## config.mk

```make
export PLATFORM = sky130hd
export DESIGN_NAME = apb_requester_flat
export DESIGN_NICKNAME = d
export VERILOG_FILES = /design/src/rtl/apb_requester_if.sv /design/src/rtl/apb_requester.sv /design/src/flat_wrapper.sv
export SDC_FILE = /design/constraint.sdc
export NUM_CORES = 1
export LEC_CHECK = 0
export CORE_ASPECT_RATIO = 1.1
export CORE_UTILIZATION = 36
export DETAILED_ROUTE_END_ITERATION = 16
export HOLD_SLACK_MARGIN = 0.08
export PLACE_DENSITY = 0.76
export SETUP_SLACK_MARGIN = 0.3
export SYNTH_ARGS = -nofsm -noshare
export SYNTH_HDL_FRONTEND = slang
export SYNTH_SLANG_ARGS = --single-unit
```

## constraint.sdc

```tcl
create_clock -name pclk -period 1.5 [get_ports pclk]
set_clock_uncertainty 0.1 [all_clocks]
set_input_delay 0.3 -clock pclk [delete_from_list [all_inputs] [get_ports pclk]]
set_output_delay 0.3 -clock pclk [all_outputs]
set_load 0.02 [all_outputs]
```

## src/rtl/apb_requester_if.sv

```systemverilog
// Command/response port and APB3 bus of apb_requester grouped in one interface.
// master: the requester side; slave: local controller plus APB completer side.
interface apb_requester_if #(
    parameter int ADDR_W = 32,
    parameter int DATA_W = 32
);
    logic              cmd_valid;
    logic              cmd_ready;
    logic              cmd_write;
    logic [ADDR_W-1:0] cmd_addr;
    logic [DATA_W-1:0] cmd_wdata;

    logic              rsp_valid;
    logic              rsp_ready;
    logic [DATA_W-1:0] rsp_rdata;
    logic              rsp_err;
    logic              rsp_timeout;
    logic              busy;

    logic [ADDR_W-1:0] paddr;
    logic              psel;
    logic              penable;
    logic              pwrite;
    logic [DATA_W-1:0] pwdata;
    logic [DATA_W-1:0] prdata;
    logic              pready;
    logic              pslverr;

    modport master (
        input  cmd_valid, cmd_write, cmd_addr, cmd_wdata,
        output cmd_ready,
        output rsp_valid, rsp_rdata, rsp_err, rsp_timeout, busy,
        input  rsp_ready,
        output paddr, psel, penable, pwrite, pwdata,
        input  prdata, pready, pslverr
    );

    modport slave (
        output cmd_valid, cmd_write, cmd_addr, cmd_wdata,
        input  cmd_ready,
        input  rsp_valid, rsp_rdata, rsp_err, rsp_timeout, busy,
        output rsp_ready,
        input  paddr, psel, penable, pwrite, pwdata,
        output prdata, pready, pslverr
    );
endinterface

```

## src/rtl/apb_requester.sv

```systemverilog
// APB3 requester: one command at a time, SETUP/ACCESS on APB, response on valid/ready.
// Optional ACCESS watchdog enabled by defining APB_TIMEOUT_EN.
module apb_requester #(
    parameter int ADDR_W      = 32,
    parameter int DATA_W      = 32,
    parameter int TIMEOUT_CYC = 16
) (
    input  logic               pclk,
    input  logic               presetn,
    apb_requester_if.master    bus
);

    typedef enum logic [1:0] {
        IDLE   = 2'd0,
        SETUP  = 2'd1,
        ACCESS = 2'd2
    } state_e;

    if (TIMEOUT_CYC < 1) begin : g_bad_timeout
        $error("apb_requester: TIMEOUT_CYC must be >= 1");
    end

    state_e            state_q, state_d;
    logic [ADDR_W-1:0] paddr_q, paddr_d;
    logic              pwrite_q, pwrite_d;
    logic [DATA_W-1:0] pwdata_q, pwdata_d;
    logic              rsp_valid_q, rsp_valid_d;
    logic              rsp_err_q, rsp_err_d;
    logic [DATA_W-1:0] rsp_rdata_q, rsp_rdata_d;
    logic              cmd_ready;

`ifdef APB_TIMEOUT_EN
    localparam int CNT_W = $clog2(TIMEOUT_CYC + 1);
    logic [CNT_W-1:0]  cnt_q, cnt_d;
    logic              rsp_timeout_q, rsp_timeout_d;
`endif

    // Command slot reopens in the same cycle the pending response is consumed.
    assign cmd_ready = presetn && (state_q == IDLE) && (!rsp_valid_q || bus.rsp_ready);

    always_comb begin
        state_d     = state_q;
        paddr_d     = paddr_q;
        pwrite_d    = pwrite_q;
        pwdata_d    = pwdata_q;
        rsp_valid_d = rsp_valid_q;
        rsp_err_d   = rsp_err_q;
        rsp_rdata_d = rsp_rdata_q;
`ifdef APB_TIMEOUT_EN
        cnt_d         = cnt_q;
        rsp_timeout_d = rsp_timeout_q;
`endif

        if (rsp_valid_q && bus.rsp_ready) begin
            rsp_valid_d = 1'b0;
            rsp_err_d   = 1'b0;
            rsp_rdata_d = '0;
`ifdef APB_TIMEOUT_EN
            rsp_timeout_d = 1'b0;
`endif
        end

        case (state_q)
            IDLE: begin
                if (bus.cmd_valid && cmd_ready) begin
                    paddr_d  = bus.cmd_addr;
                    pwrite_d = bus.cmd_write;
                    pwdata_d = bus.cmd_wdata;
                    state_d  = SETUP;
                end
            end
            SETUP: begin
                state_d = ACCESS;
`ifdef APB_TIMEOUT_EN
                cnt_d = '0;
`endif
            end
            ACCESS: begin
                if (bus.pready) begin
                    state_d     = IDLE;
                    rsp_valid_d = 1'b1;
                    rsp_err_d   = bus.pslverr;
                    rsp_rdata_d = (pwrite_q || bus.pslverr) ? '0 : bus.prdata;
`ifdef APB_TIMEOUT_EN
                    rsp_timeout_d = 1'b0;
                end else if (cnt_q == CNT_W'(TIMEOUT_CYC)) begin
                    state_d       = IDLE;
                    rsp_valid_d   = 1'b1;
                    rsp_err_d     = 1'b1;
                    rsp_timeout_d = 1'b1;
                    rsp_rdata_d   = '0;
                end else begin
                    cnt_d = cnt_q + CNT_W'(1);
`endif
                end
            end
            default: state_d = IDLE;
        endcase
    end

    always_ff @(posedge pclk or negedge presetn) begin
        if (!presetn) begin
            state_q     <= IDLE;
            paddr_q     <= '0;
            pwrite_q    <= 1'b0;
            pwdata_q    <= '0;
            rsp_valid_q <= 1'b0;
            rsp_err_q   <= 1'b0;
            rsp_rdata_q <= '0;
        end else begin
            state_q     <= state_d;
            paddr_q     <= paddr_d;
            pwrite_q    <= pwrite_d;
            pwdata_q    <= pwdata_d;
            rsp_valid_q <= rsp_valid_d;
            rsp_err_q   <= rsp_err_d;
            rsp_rdata_q <= rsp_rdata_d;
        end
    end

`ifdef APB_TIMEOUT_EN
    always_ff @(posedge pclk or negedge presetn) begin
        if (!presetn) begin
            cnt_q         <= '0;
            rsp_timeout_q <= 1'b0;
        end else begin
            cnt_q         <= cnt_d;
            rsp_timeout_q <= rsp_timeout_d;
        end
    end
    assign bus.rsp_timeout = rsp_timeout_q;
`else
    assign bus.rsp_timeout = 1'b0;
`endif

    // psel/penable decode from state so an async reset drops them at once.
    assign bus.psel      = (state_q != IDLE);
    assign bus.penable   = (state_q == ACCESS);
    assign bus.busy      = (state_q != IDLE);
    assign bus.cmd_ready = cmd_ready;
    assign bus.paddr     = paddr_q;
    assign bus.pwrite    = pwrite_q;
    assign bus.pwdata    = pwdata_q;
    assign bus.rsp_valid = rsp_valid_q;
    assign bus.rsp_err   = rsp_err_q;
    assign bus.rsp_rdata = rsp_rdata_q;

endmodule
```

## src/flat_wrapper.sv

```systemverilog
// flat-port wrapper written by rule: the top's interface ports become plain ports
module apb_requester_flat 
#(
    parameter int ADDR_W      = 32,
    parameter int DATA_W      = 32,
    parameter int TIMEOUT_CYC = 16
)
  (pclk, presetn, bus_cmd_valid, bus_cmd_write, bus_cmd_addr, bus_cmd_wdata, bus_cmd_ready, bus_rsp_valid, bus_rsp_rdata, bus_rsp_err, bus_rsp_timeout, bus_busy, bus_rsp_ready, bus_paddr, bus_psel, bus_penable, bus_pwrite, bus_pwdata, bus_prdata, bus_pready, bus_pslverr);
  apb_requester_if #(.ADDR_W(ADDR_W), .DATA_W(DATA_W)) bus_i ();
  input  logic pclk;
  input  logic presetn;
  input wire logic [$bits(bus_i.cmd_valid)-1:0] bus_cmd_valid;
  input wire logic [$bits(bus_i.cmd_write)-1:0] bus_cmd_write;
  input wire logic [$bits(bus_i.cmd_addr)-1:0] bus_cmd_addr;
  input wire logic [$bits(bus_i.cmd_wdata)-1:0] bus_cmd_wdata;
  output wire logic [$bits(bus_i.cmd_ready)-1:0] bus_cmd_ready;
  output wire logic [$bits(bus_i.rsp_valid)-1:0] bus_rsp_valid;
  output wire logic [$bits(bus_i.rsp_rdata)-1:0] bus_rsp_rdata;
  output wire logic [$bits(bus_i.rsp_err)-1:0] bus_rsp_err;
  output wire logic [$bits(bus_i.rsp_timeout)-1:0] bus_rsp_timeout;
  output wire logic [$bits(bus_i.busy)-1:0] bus_busy;
  input wire logic [$bits(bus_i.rsp_ready)-1:0] bus_rsp_ready;
  output wire logic [$bits(bus_i.paddr)-1:0] bus_paddr;
  output wire logic [$bits(bus_i.psel)-1:0] bus_psel;
  output wire logic [$bits(bus_i.penable)-1:0] bus_penable;
  output wire logic [$bits(bus_i.pwrite)-1:0] bus_pwrite;
  output wire logic [$bits(bus_i.pwdata)-1:0] bus_pwdata;
  input wire logic [$bits(bus_i.prdata)-1:0] bus_prdata;
  input wire logic [$bits(bus_i.pready)-1:0] bus_pready;
  input wire logic [$bits(bus_i.pslverr)-1:0] bus_pslverr;
  assign bus_i.cmd_valid = bus_cmd_valid;
  assign bus_i.cmd_write = bus_cmd_write;
  assign bus_i.cmd_addr = bus_cmd_addr;
  assign bus_i.cmd_wdata = bus_cmd_wdata;
  assign bus_cmd_ready = bus_i.cmd_ready;
  assign bus_rsp_valid = bus_i.rsp_valid;
  assign bus_rsp_rdata = bus_i.rsp_rdata;
  assign bus_rsp_err = bus_i.rsp_err;
  assign bus_rsp_timeout = bus_i.rsp_timeout;
  assign bus_busy = bus_i.busy;
  assign bus_i.rsp_ready = bus_rsp_ready;
  assign bus_paddr = bus_i.paddr;
  assign bus_psel = bus_i.psel;
  assign bus_penable = bus_i.penable;
  assign bus_pwrite = bus_i.pwrite;
  assign bus_pwdata = bus_i.pwdata;
  assign bus_i.prdata = bus_prdata;
  assign bus_i.pready = bus_pready;
  assign bus_i.pslverr = bus_pslverr;
  apb_requester #(.ADDR_W(ADDR_W), .DATA_W(DATA_W), .TIMEOUT_CYC(TIMEOUT_CYC)) u_core (.pclk(pclk), .presetn(presetn), .bus(bus_i));
endmodule
```

==> flow_metrics.tcl, run 1 <==
set metrics [dict create \
    die_x_um 103 \
    critical_path.max_fanout 7 \
    timing.critical_path.required_ns 1.62 \
    start_util_pct 37.1 \
    ys_seq_elements 101 \
    first_pass_grt_wire_length_mm 18.0 \
    synth_largest_area_cell "sky130_fd_sc_hd__dfrtp_1" \
    fin_ws_ns -0.192 \
    cp-start-kind "flop" \
    timing_max_transition_violations_final 0 \
    critical_path_s_most_frequent_cell "sky130_fd_sc_hd__buf_4" \
    average_vias_per_placed_instance 4.68 \
    fill_cells 807 \
    num_antenna_cells 0 \
    post_route_cells_drive_above_1_share_pct 51.7 \
    cap_viol_max_count 0 \
    place_congestion 0.696 \
    cts_inserted_buffers 9 \
    count_of_h_tree_levels_built_during_cts 3 \
    layout_worst_path_cycle_share_pct 113 \
    timing.final.setup_violations 102 \
    crit_path_cell_trace "buf_4 -> buf_4 -> and3b_2 -> buf_6 -> buf_12 -> buf_16 -> o21ai_1" \
    reg2reg_setup_slack_ns -0.19 \
    synth_top_area_share_pct 62.1 \
    pin_count_of_the_biggest_net_entering_global_routing 48 \
    power.ir.vdd_worst_v 0.000852 \
    crit_type "reg2reg" \
    yosysSeqAreaShare_pct 62.1 \
    power.density_cell_area_nw_per_um2 1550 \
    synth_warnings 0 \
    netlist_instances 302 \
    cpPeakStageDelay_ns 0.42 \
    dieHeight_um 114 \
    grt_usage_pct 20.3 \
    grt_setup_unrepaired "true" \
    postRouteAntennaNets 0 \
    globalRoute.totalOverflow 0 \
    synthToLayoutAreaGrowth_pct 88.6 \
    number_of_design_rule_violations_left_by_the_first_detailed_router_iteration 117 \
    r2r-start "u_core.state_q[0]" \
    clk_transition_reported_paths_ns 0.07 \
    drt-wirelength-per-cell_um 16.2 \
    clock_tree_sinks 101 \
    detailedRoute.firstPassIterationCount 4 \
    core_region_area_sq_um 11000 \
    synth_area_sq_um 4070 \
    wl_mm 11.9 \
    regToRegEndpoint "u_core.bus.rsp_rdata[10]" \
    cp-end-kind "flop" \
    transition_at_the_pin_with_the_smallest_max_transition_slack_ns 0.607 \
    first_global_vias 3535 \
    design.portCount 207 \
    cts_tree "done" \
    timing.max_slew.rel_slack_pct 59.5 \
    max_freq_mhz 591 \
    route.vias.total 3421 \
    placed_cell_count 654 \
    place.detailed.hpwl_mm 7.87 \
    period_needed_ns 1.69 \
    place.port_buffers 205 \
    postSynthNetCount 405 \
    failed_checks "negative setup slack" \
    synth_cell_types 19 \
    drcViolationCount 0 \
    grt_antenna_before_repair 0 \
    rr_worst_depth 7 \
    timing.critical_path.max_delay_family "buffers and inverters" \
    cp_slowest_cell "sky130_fd_sc_hd__dfrtp_1" \
    arrival_ns 1.81 \
    fin_nets 682 \
    hold_violations 0 \
    cell_at_the_root_of_the_clock_tree "sky130_fd_sc_hd__clkbuf_16" \
    clk-insertion-delay-late_ns 0.33 \
    synth_area_per_cell_sq_um 13.5 \
    largest_cells_by_area_after_synthesis "sky130_fd_sc_hd__dfrtp_1, sky130_fd_sc_hd__mux2_4, sky130_fd_sc_hd__mux2_2, sky130_fd_sc_hd__o21ai_0, sky130_fd_sc_hd__nand3_1" \
    clk_buf_depth 2 \
    critPathBufInv 5 \
    std_cell_rows 40 \
    power.leakage_nw 3.58 \
    place_worst_setup_slack_ns -0.679 \
    holdCritPathClass "in2async" \
    finalNonFillerCells 731 \
    run_status "finished, violations left" \
    floorplan.die_area_sq_um 11700 \
]
## per-stage QoR
| stage | util (%) | total power, mW | setup TNS (ns) | area [sq um] | hold WS (ns) |
|---|---|---|---|---|---|
| finish | 70.0 | 11.9 | -13.95 | 7670 | 0.0737 |
| global route | 70.0 | 12.5 | -19.67 | 7670 | 0.126 |
| global placement | 59.9 | 8.54 | -34.66 | 6570 | 0.221 |
| CTS | 67.3 | 11.7 | -12.37 | 7380 | 0.0827 |
| floorplan | - | 6.26 | 0 | 4260 | -0.0956 |
| detailed placement | 59.9 | 8.63 | -36.35 | 6570 | 0.219 |
## synth_stat cells (all sizes together)
cell type  instances
clkbuf             9
dfrtp            101
and3               1
o21ai             34
nand2             35
and3b              1
inv                3
nor2b              1
nand3             32
nand4              1
conb               1
nor2               2
nand2b             3
buf               13
mux2              65
## cells by family after synthesis
kind of cell	share of synthesized area (%)
flip-flops	62.1
AND/OR/NAND/NOR	8.55
multiplexers	21.6
AO/OA/AOI/OAI	4.18
buffers and inverters	3.50
other	0.0921
## placed cells by master (no fill, tap or decap)
cell / synthesis / routed
sky130_fd_sc_hd__nand2_1: 35 / 35
sky130_fd_sc_hd__clkdlybuf4s50_1: 0 / 100
sky130_fd_sc_hd__dlygate4sd3_1: 0 / 1
sky130_fd_sc_hd__inv_1: 3 / 2
sky130_fd_sc_hd__clkinv_2: 0 / 3
sky130_fd_sc_hd__buf_16: 0 / 5
sky130_fd_sc_hd__nand3_1: 32 / 6
sky130_fd_sc_hd__buf_12: 0 / 10
sky130_fd_sc_hd__inv_6: 0 / 1
sky130_fd_sc_hd__mux2_2: 26 / 26
sky130_fd_sc_hd__nor2b_4: 0 / 1
sky130_fd_sc_hd__buf_6: 4 / 109
sky130_fd_sc_hd__dfrtp_1: 101 / 100
sky130_fd_sc_hd__nand3_2: 0 / 26
sky130_fd_sc_hd__clkbuf_1: 9 / 1
sky130_fd_sc_hd__buf_4: 3 / 60
sky130_fd_sc_hd__clkinv_4: 0 / 1
sky130_fd_sc_hd__o21ai_0: 34 / 1
sky130_fd_sc_hd__nor2_4: 0 / 2
sky130_fd_sc_hd__conb_1: 1 / 1
sky130_fd_sc_hd__dfrtp_2: 0 / 1
sky130_fd_sc_hd__nand2b_1: 3 / 2
sky130_fd_sc_hd__mux2_4: 39 / 39
sky130_fd_sc_hd__and3b_2: 0 / 1
sky130_fd_sc_hd__bufinv_16: 0 / 1
sky130_fd_sc_hd__and3_4: 0 / 1
sky130_fd_sc_hd__nand2b_4: 0 / 1
sky130_fd_sc_hd__o21ai_1: 0 / 31
sky130_fd_sc_hd__inv_4: 0 / 1
sky130_fd_sc_hd__dlygate4sd2_1: 0 / 1
sky130_fd_sc_hd__nand4_1: 1 / 1
sky130_fd_sc_hd__clkbuf_16: 0 / 11
sky130_fd_sc_hd__o21ai_2: 0 / 2
## routing by layer
metal  GRT usage, %  wire (um)  vias up
met5              0          0        -
met4           8.08        241        0
met3           5.33        852       17
met2           33.2       6080      137
met1           25.4       4690     1678
li1               -          -     1589
## registers in the layout, summed over array words and instances (netlist names)
| name | count |
|---|---|
| u_core.bus.paddr | 32 |
| u_core.bus.pwdata | 32 |
| u_core.bus.rsp_rdata | 32 |
| u_core.state_q | 2 |
| u_core.bus.pwrite | 1 |
| u_core.bus.rsp_err | 1 |
| u_core.bus.rsp_valid | 1 |
## how the worst max path moves through the flow
stage	start	to	slack [ns]	depth (start not counted)
2_1_floorplan	u_core.bus.rsp_valid	u_core.bus.paddr[23]	0.002	5
3_3_place_gp	bus_rsp_ready	bus_cmd_ready	-0.69	4
3_5_place_dp	bus_rsp_ready	bus_cmd_ready	-0.68	4
4_1_cts	u_core.state_q[0]	u_core.bus.pwdata[11]	-0.17	6
5_1_grt	u_core.state_q[0]	u_core.bus.rsp_rdata[9]	-0.25	8
6_report	u_core.state_q[0]	u_core.bus.rsp_rdata[10]	-0.19	7
## cell type report
class                           count  area, sq um  share of cell area (%)
Clock buffer                       10          229                    2.98
Clock inverter                      6         62.6                   0.815
Inverter                            3         13.8                   0.179
Multi-Input combinational cell    176         1570                    20.5
Sequential cell                   101         2530                    32.9
Tap cell                          147          184                    2.40
Timing Repair Buffer              288         3090                    40.2
## report_power, final
group	switching, mW	leakage (nW)	internal [mW]
logic	2.25	2.19	3.23
clock network	1.02	0.147	1.30
registers	0.605	1.25	3.53
total	3.87	3.58	8.06
## tightest hold or removal path, stage by stage
cell and delay (ns):
sky130_fd_sc_hd__buf_4 0.12, sky130_fd_sc_hd__buf_4 0.11, sky130_fd_sc_hd__buf_4 0.43
## repair_timing
| item | CTS | global route |
|---|---|---|
| gates resized for setup | 632 | 13 |
| gates cloned | 5 | 2 |
| pin swaps | 0 | 1 |
| endpoints found under the hold margin | 15 | 0 |
| hold buffers | 1 | 0 |
| endpoints found under the setup margin | 203 | 203 |
| setup buffers | 26 | 27 |
(Power assumes the default switching activity.)
==> run 2: changes to the inputs <==
CORE_UTILIZATION = 37   (was 36)
CTS_BUF_LIST = sky130_fd_sc_hd__clkbuf_2 sky130_fd_sc_hd__clkbuf_4 sky130_fd_sc_hd__clkbuf_8   (was not set)
PLACE_DENSITY = 0.78   (was 0.76)
==> flow_metrics.tcl, run 2 (synthesis results as in run 1) <==
set metrics [dict create \
    rr_worst_depth 7 \
    drt-wirelength-per-cell_um 18.5 \
    cpPeakStageDelay_ns 0.43 \
    layout_worst_path_cycle_share_pct 114 \
    report.power.total_mw 11.9 \
    reg2reg_setup_slack_ns -0.21 \
    path_depth 7 \
    cp-end-kind "flop" \
    fin_ws_ns -0.206 \
    crit_start "u_core.state_q[0]" \
    hold_violations 0 \
    cts_tree "done" \
    place.port_buffers 205 \
    grt_usage_pct 23.2 \
    power.ir.vdd_worst_v 0.000908 \
    cell_at_the_root_of_the_clock_tree "sky130_fd_sc_hd__clkbuf_8" \
    regToRegEndpoint "u_core.bus.rsp_rdata[31]" \
    place.detailed.hpwl_mm 8.41 \
    wl_mm 14.1 \
    grt_antenna_before_repair 0 \
    count_of_h_tree_levels_built_during_cts 3 \
    post_route_cells_drive_above_1_share_pct 57.3 \
    crit_path_cell_trace "buf_6 -> buf_6 -> and3b_2 -> buf_12 -> buf_12 -> buf_16 -> o21ai_2" \
    timing.max_slew.rel_slack_pct 54.7 \
    endpoint "u_core.bus.rsp_rdata[31]" \
    first_global_vias 3855 \
    timing.critical_path.required_ns 1.66 \
    cp-start-kind "flop" \
    arrival_ns 1.86 \
    std_cell_rows 39 \
    timing.final.setup_violations 103 \
    cap_viol_max_count 0 \
    failed_checks "negative setup slack" \
    detailedRoute.firstPassIterationCount 4 \
    finish.instance_area_sq_um 8030 \
    num_antenna_cells 0 \
    number_of_design_rule_violations_left_by_the_first_detailed_router_iteration 118 \
    power.leakage_nw 3.77 \
    start_util_pct 38.6 \
    crit_type "reg2reg" \
    pin_count_of_the_biggest_net_entering_global_routing 53 \
    critPathBufInv 5 \
    clk_buf_depth 2 \
    r2r-start "u_core.state_q[0]" \
    core_region_area_sq_um 10500 \
    holdCritPathClass "in2async" \
    route.vias.total 3594 \
    transition_at_the_pin_with_the_smallest_max_transition_slack_ns 0.679 \
    first_pass_grt_wire_length_mm 19.8 \
    clock_tree_sinks 101 \
    place_worst_setup_slack_ns -0.582 \
    postRouteAntennaNets 0 \
    most_common_library_cell_in_the_layout_ignoring_fill_and_taps "sky130_fd_sc_hd__buf_6" \
    die_x_um 102 \
    floorplan.die_area_sq_um 11400 \
    period_needed_ns 1.71 \
    power.density_cell_area_nw_per_um2 1490 \
    placed_inst_area_sq_um 6620 \
    timing_max_transition_violations_final 0 \
    max_freq_mhz 586 \
    dieHeight_um 112 \
    run_status "finished, violations left" \
    cts_inserted_buffers 9 \
    clk_transition_reported_paths_ns 0.10 \
    fin_nets 714 \
    core_occupancy_in_the_finished_layout_pct 76.2 \
    critical_path.max_fanout 6 \
    timing.critical_path.max_delay_family "buffers and inverters" \
    layout_common_cells "sky130_fd_sc_hd__buf_6, sky130_fd_sc_hd__clkdlybuf4s50_1, sky130_fd_sc_hd__dfrtp_1" \
    place_congestion 0.790 \
    synthToLayoutAreaGrowth_pct 97.3 \
    design.portCount 207 \
    drcViolationCount 0 \
    globalRoute.totalOverflow 0 \
    average_vias_per_placed_instance 4.74 \
    cp_slowest_cell "sky130_fd_sc_hd__dfrtp_1" \
    grt_setup_unrepaired "true" \
    clk-insertion-delay-late_ns 0.36 \
]
-- run 2: changes by cell type in the layout (fill, tap and decap cells not counted), moves of 2 or more --
cell	delta
sky130_fd_sc_hd__buf_6	+8
sky130_fd_sc_hd__o21ai_2	+14
sky130_fd_sc_hd__buf_4	+21
sky130_fd_sc_hd__clkbuf_8	+10
sky130_fd_sc_hd__o21ai_1	-17
sky130_fd_sc_hd__clkbuf_16	-7
sky130_fd_sc_hd__nand3_1	-2
sky130_fd_sc_hd__nand3_2	-6
sky130_fd_sc_hd__o21ai_0	+3
sky130_fd_sc_hd__buf_8	+2
sky130_fd_sc_hd__nand3_4	+8
sky130_fd_sc_hd__clkinv_2	-2
-- run 2: cell type report --
| type | count | area (sq um) |
|---|---|---|
| Sequential cell | 101 | 2530 |
| Tap cell | 143 | 179 |
| Inverter | 3 | 11.3 |
| Clock inverter | 6 | 70.1 |
| Multi-Input combinational cell | 176 | 1700 |
| Timing Repair Buffer | 320 | 3410 |
| Clock buffer | 10 | 138 |
| Fill cell | 638 | 2510 |
-- run 2: layer usage --
layer | vias to the layer above | global-route usage [%] | routed length, um
met5 | - | 0 | 0
met4 | 0 | 9.05 | 324
met3 | 26 | 4.52 | 803
met2 | 147 | 42.6 | 7970
met1 | 1771 | 25.7 | 4980
li1 | 1650 | - | -
-- run 2: worst min-delay path by stage --
stage | endpoint | cells past startpoint | from
after floorplan | u_core.bus.paddr[0] | 0 | presetn
after global placement | u_core.bus.paddr[20] | 1 | u_core.bus.paddr[20]
after detailed placement | u_core.bus.pwdata[12] | 1 | u_core.bus.pwdata[12]
after CTS | u_core.bus.rsp_rdata[5] | 3 | presetn
after global routing | u_core.state_q[1] | 3 | presetn
final | u_core.bus.rsp_valid | 3 | presetn
-- run 2: repair_timing --
action	in CTS	in global routing
hold endpoints to repair	14	0
resized for setup	654	26
buffers inserted	48	25
setup endpoints to repair	203	203
gates cloned	7	4
pin swaps	1	4
-- run 2: worst reg2reg max path, stage by stage, from the launching register on --
cell and delay [ns]:
sky130_fd_sc_hd__dfrtp_1 0.43, sky130_fd_sc_hd__buf_6 0.14, sky130_fd_sc_hd__buf_6 0.10, sky130_fd_sc_hd__and3b_2 0.36
sky130_fd_sc_hd__buf_12 0.18, sky130_fd_sc_hd__buf_12 0.11, sky130_fd_sc_hd__buf_16 0.12, sky130_fd_sc_hd__o21ai_2 0.06
-- run 2: per-stage QoR --
stage          hold slack (ns)  cells  TNS (ns)
2_1_floorplan          -0.0956    302         0
3_3_place_gp             0.389    659    -38.32
3_5_place_dp             0.393    659    -39.71
4_1_cts                 0.0781    730    -14.69
5_1_grt                  0.122    759    -19.71
6_report                0.0797    759    -14.26
-- run 2: where the power goes --
part	internal, mW	leakage, nW	switching, mW
Sequential	3.52	1.25	0.640
Clock	0.833	0.107	0.972
Combinational	3.52	2.41	2.45
==> RTL change, RTL diff (flow settings as in run 1) <==
`DATA_W` is set to 32 in 3 places; all go to 48.
--- a/src/rtl/apb_requester_if.sv
+++ b/src/rtl/apb_requester_if.sv
@@ -4,3 +4,3 @@
     parameter int ADDR_W = 32,
-    parameter int DATA_W = 32
+    parameter int DATA_W = 48
 );
--- a/src/rtl/apb_requester.sv
+++ b/src/rtl/apb_requester.sv
@@ -4,3 +4,3 @@
     parameter int ADDR_W      = 32,
-    parameter int DATA_W      = 32,
+    parameter int DATA_W      = 48,
     parameter int TIMEOUT_CYC = 16
--- a/src/flat_wrapper.sv
+++ b/src/flat_wrapper.sv
@@ -4,3 +4,3 @@
     parameter int ADDR_W      = 32,
-    parameter int DATA_W      = 32,
+    parameter int DATA_W      = 48,
     parameter int TIMEOUT_CYC = 16
Interface: changed (resized bus_cmd_wdata, bus_prdata, bus_pwdata and bus_rsp_rdata); port bits go from 207 to 271. No check against the original RTL was run, so the function may have changed too.
==> RTL change against run 1 <==
Global-route usage up 1.3 points. Power up 50%. Largest power group unchanged. Maximum frequency down 7.7%. The run still ends with setup timing left. Largest cell class unchanged. Cell area up 40%. Area after synthesis up 37%. Setup slack worse by 0.14 ns. Sequential cell count up 32. Routed wire length up 57%. Utilization up 0.82 points.
==> RTL change: results (changes against run 1) <==
- Fraction of layout cells with a size suffix above 1: 0.5330 (was 0.5171)
- Syn Area/Cell: 13.67 um2 (was 13.48 um2)
- Compound-Gate Fraction of Synth Area: 0.04488 (was 0.04181)
- Crit-path max FO: 8 (was 7)
- Met3 Usage GRT: 0.06121 (was 0.05331)
- Number of global-route vias before repair: 5087 (was 3535)
- Top cells by count, synth: dfrtp_1 (133), mux2_4 (79), nand2_1 (51) (was dfrtp_1 (101), mux2_4 (39), nand2_1 (35))
- TritonCTS buffer count: 17 (was 9)
- Failing checks: setup timing (unchanged)
- Via/cell ratio: 4.738 (was 4.680)
- Clock-net power: 4470 uW (was 2310 uW)
- IR drop worst, VDD: 0.7743 mV (was 0.8519 mV)
- Seq pwr share: 0.304 (was 0.347)
- Min-delay worst type: primary input to flop (was primary input to asynchronous set/reset pin)
- Met1 usage: 0.2403 (was 0.2536)
- Capture point of the critical path: u_core.bus.pwdata[16]$_DFFE_PN0P_ (was u_core.bus.rsp_rdata[10]$_DFF_PN0_)
- Met2 Track Usage GR: 0.3815 (was 0.3320)
- I/O Buffers: 269 (was 205)
- Final HPWL DP: 11.05 mm (was 7.866 mm)
- Post_cts resized: 827 (was 632)
- Metal-1 WL: 7.093 mm (was 4.694 mm)
- First-pass GRT wire length: 26.66 mm (was 17.95 mm)
- Hold depth: 3
- Drt total wl: 18.61 mm (was 11.86 mm)
- Nets: 955 (was 682)
- Synth area leaders: dfrtp_1 (60%), mux2_4 (21%), o21ai_0 (4.5%) (was dfrtp_1 (62%), mux2_4 (14%), mux2_2 (7.2%))
- Critical path arrival: 2.02 ns (was 1.81 ns)
- Status: finished, violations left (unchanged)
- Register area share after synthesis: 0.5969 (was 0.6210)
- Final setup margin: -0.3330 ns (was -0.1921 ns)
- Setup Fix Bufs, Post-CTS: 58 (was 26)
- Post-Syn Nets: 543 (was 405)
- Worst skew pair latency: 0.41 ns (was 0.33 ns)
- Max incr delay on CP: 0.40 ns (was 0.42 ns)
- Met2 WL post-DR: 9.729 mm (was 6.076 mm)
- Final hold slack: 0.3473 ns (was 0.07368 ns)
- # H-tree levels: 4 (was 3)
- RD Place Congestion: 0.7237 (was 0.6963)
- Initial DRC count: 264 (was 117)
- Vias: 4875 (was 3421)
- # setup viols final: 129 (was 102)
- Largest net degree at the start of global routing: 86 (was 48)
- WL met3: 1.164 mm (was 852 um)
## RTL change: cell types whose count changed after synthesis, moves of 2 or more
cell / run 1 / this run
mux2_4: 39 / 79
buf_12: 0 / 8
o21ai_0: 34 / 50
nand2_1: 35 / 51
mux2_2: 26 / 2
nand3_1: 32 / 48
clkbuf_1: 9 / 11
buf_6: 4 / 1
dfrtp_1: 101 / 133
## RTL change: final cells by class
cell class	count	area (um2)
inverter	3	13.76
timing repair buffer	425	4362
sequential	133	3331
multi-input combinational	240	2118
tap	196	245.2
clock buffer	22	494.2
clock inverter	10	142.6
fill	945	4407
## RTL change: metrics by stage
step | setup TNS (ns) | area, um2 | power, uW
after floorplan | 0 | 5684 | 8330
after global placement | -42.78 | 8584 | 11180
after detailed placement | -44.49 | 8584 | 11340
after CTS | -18.55 | 9882 | 17020
after global routing | -33.58 | 10710 | 18630
final | -28.09 | 10710 | 17920
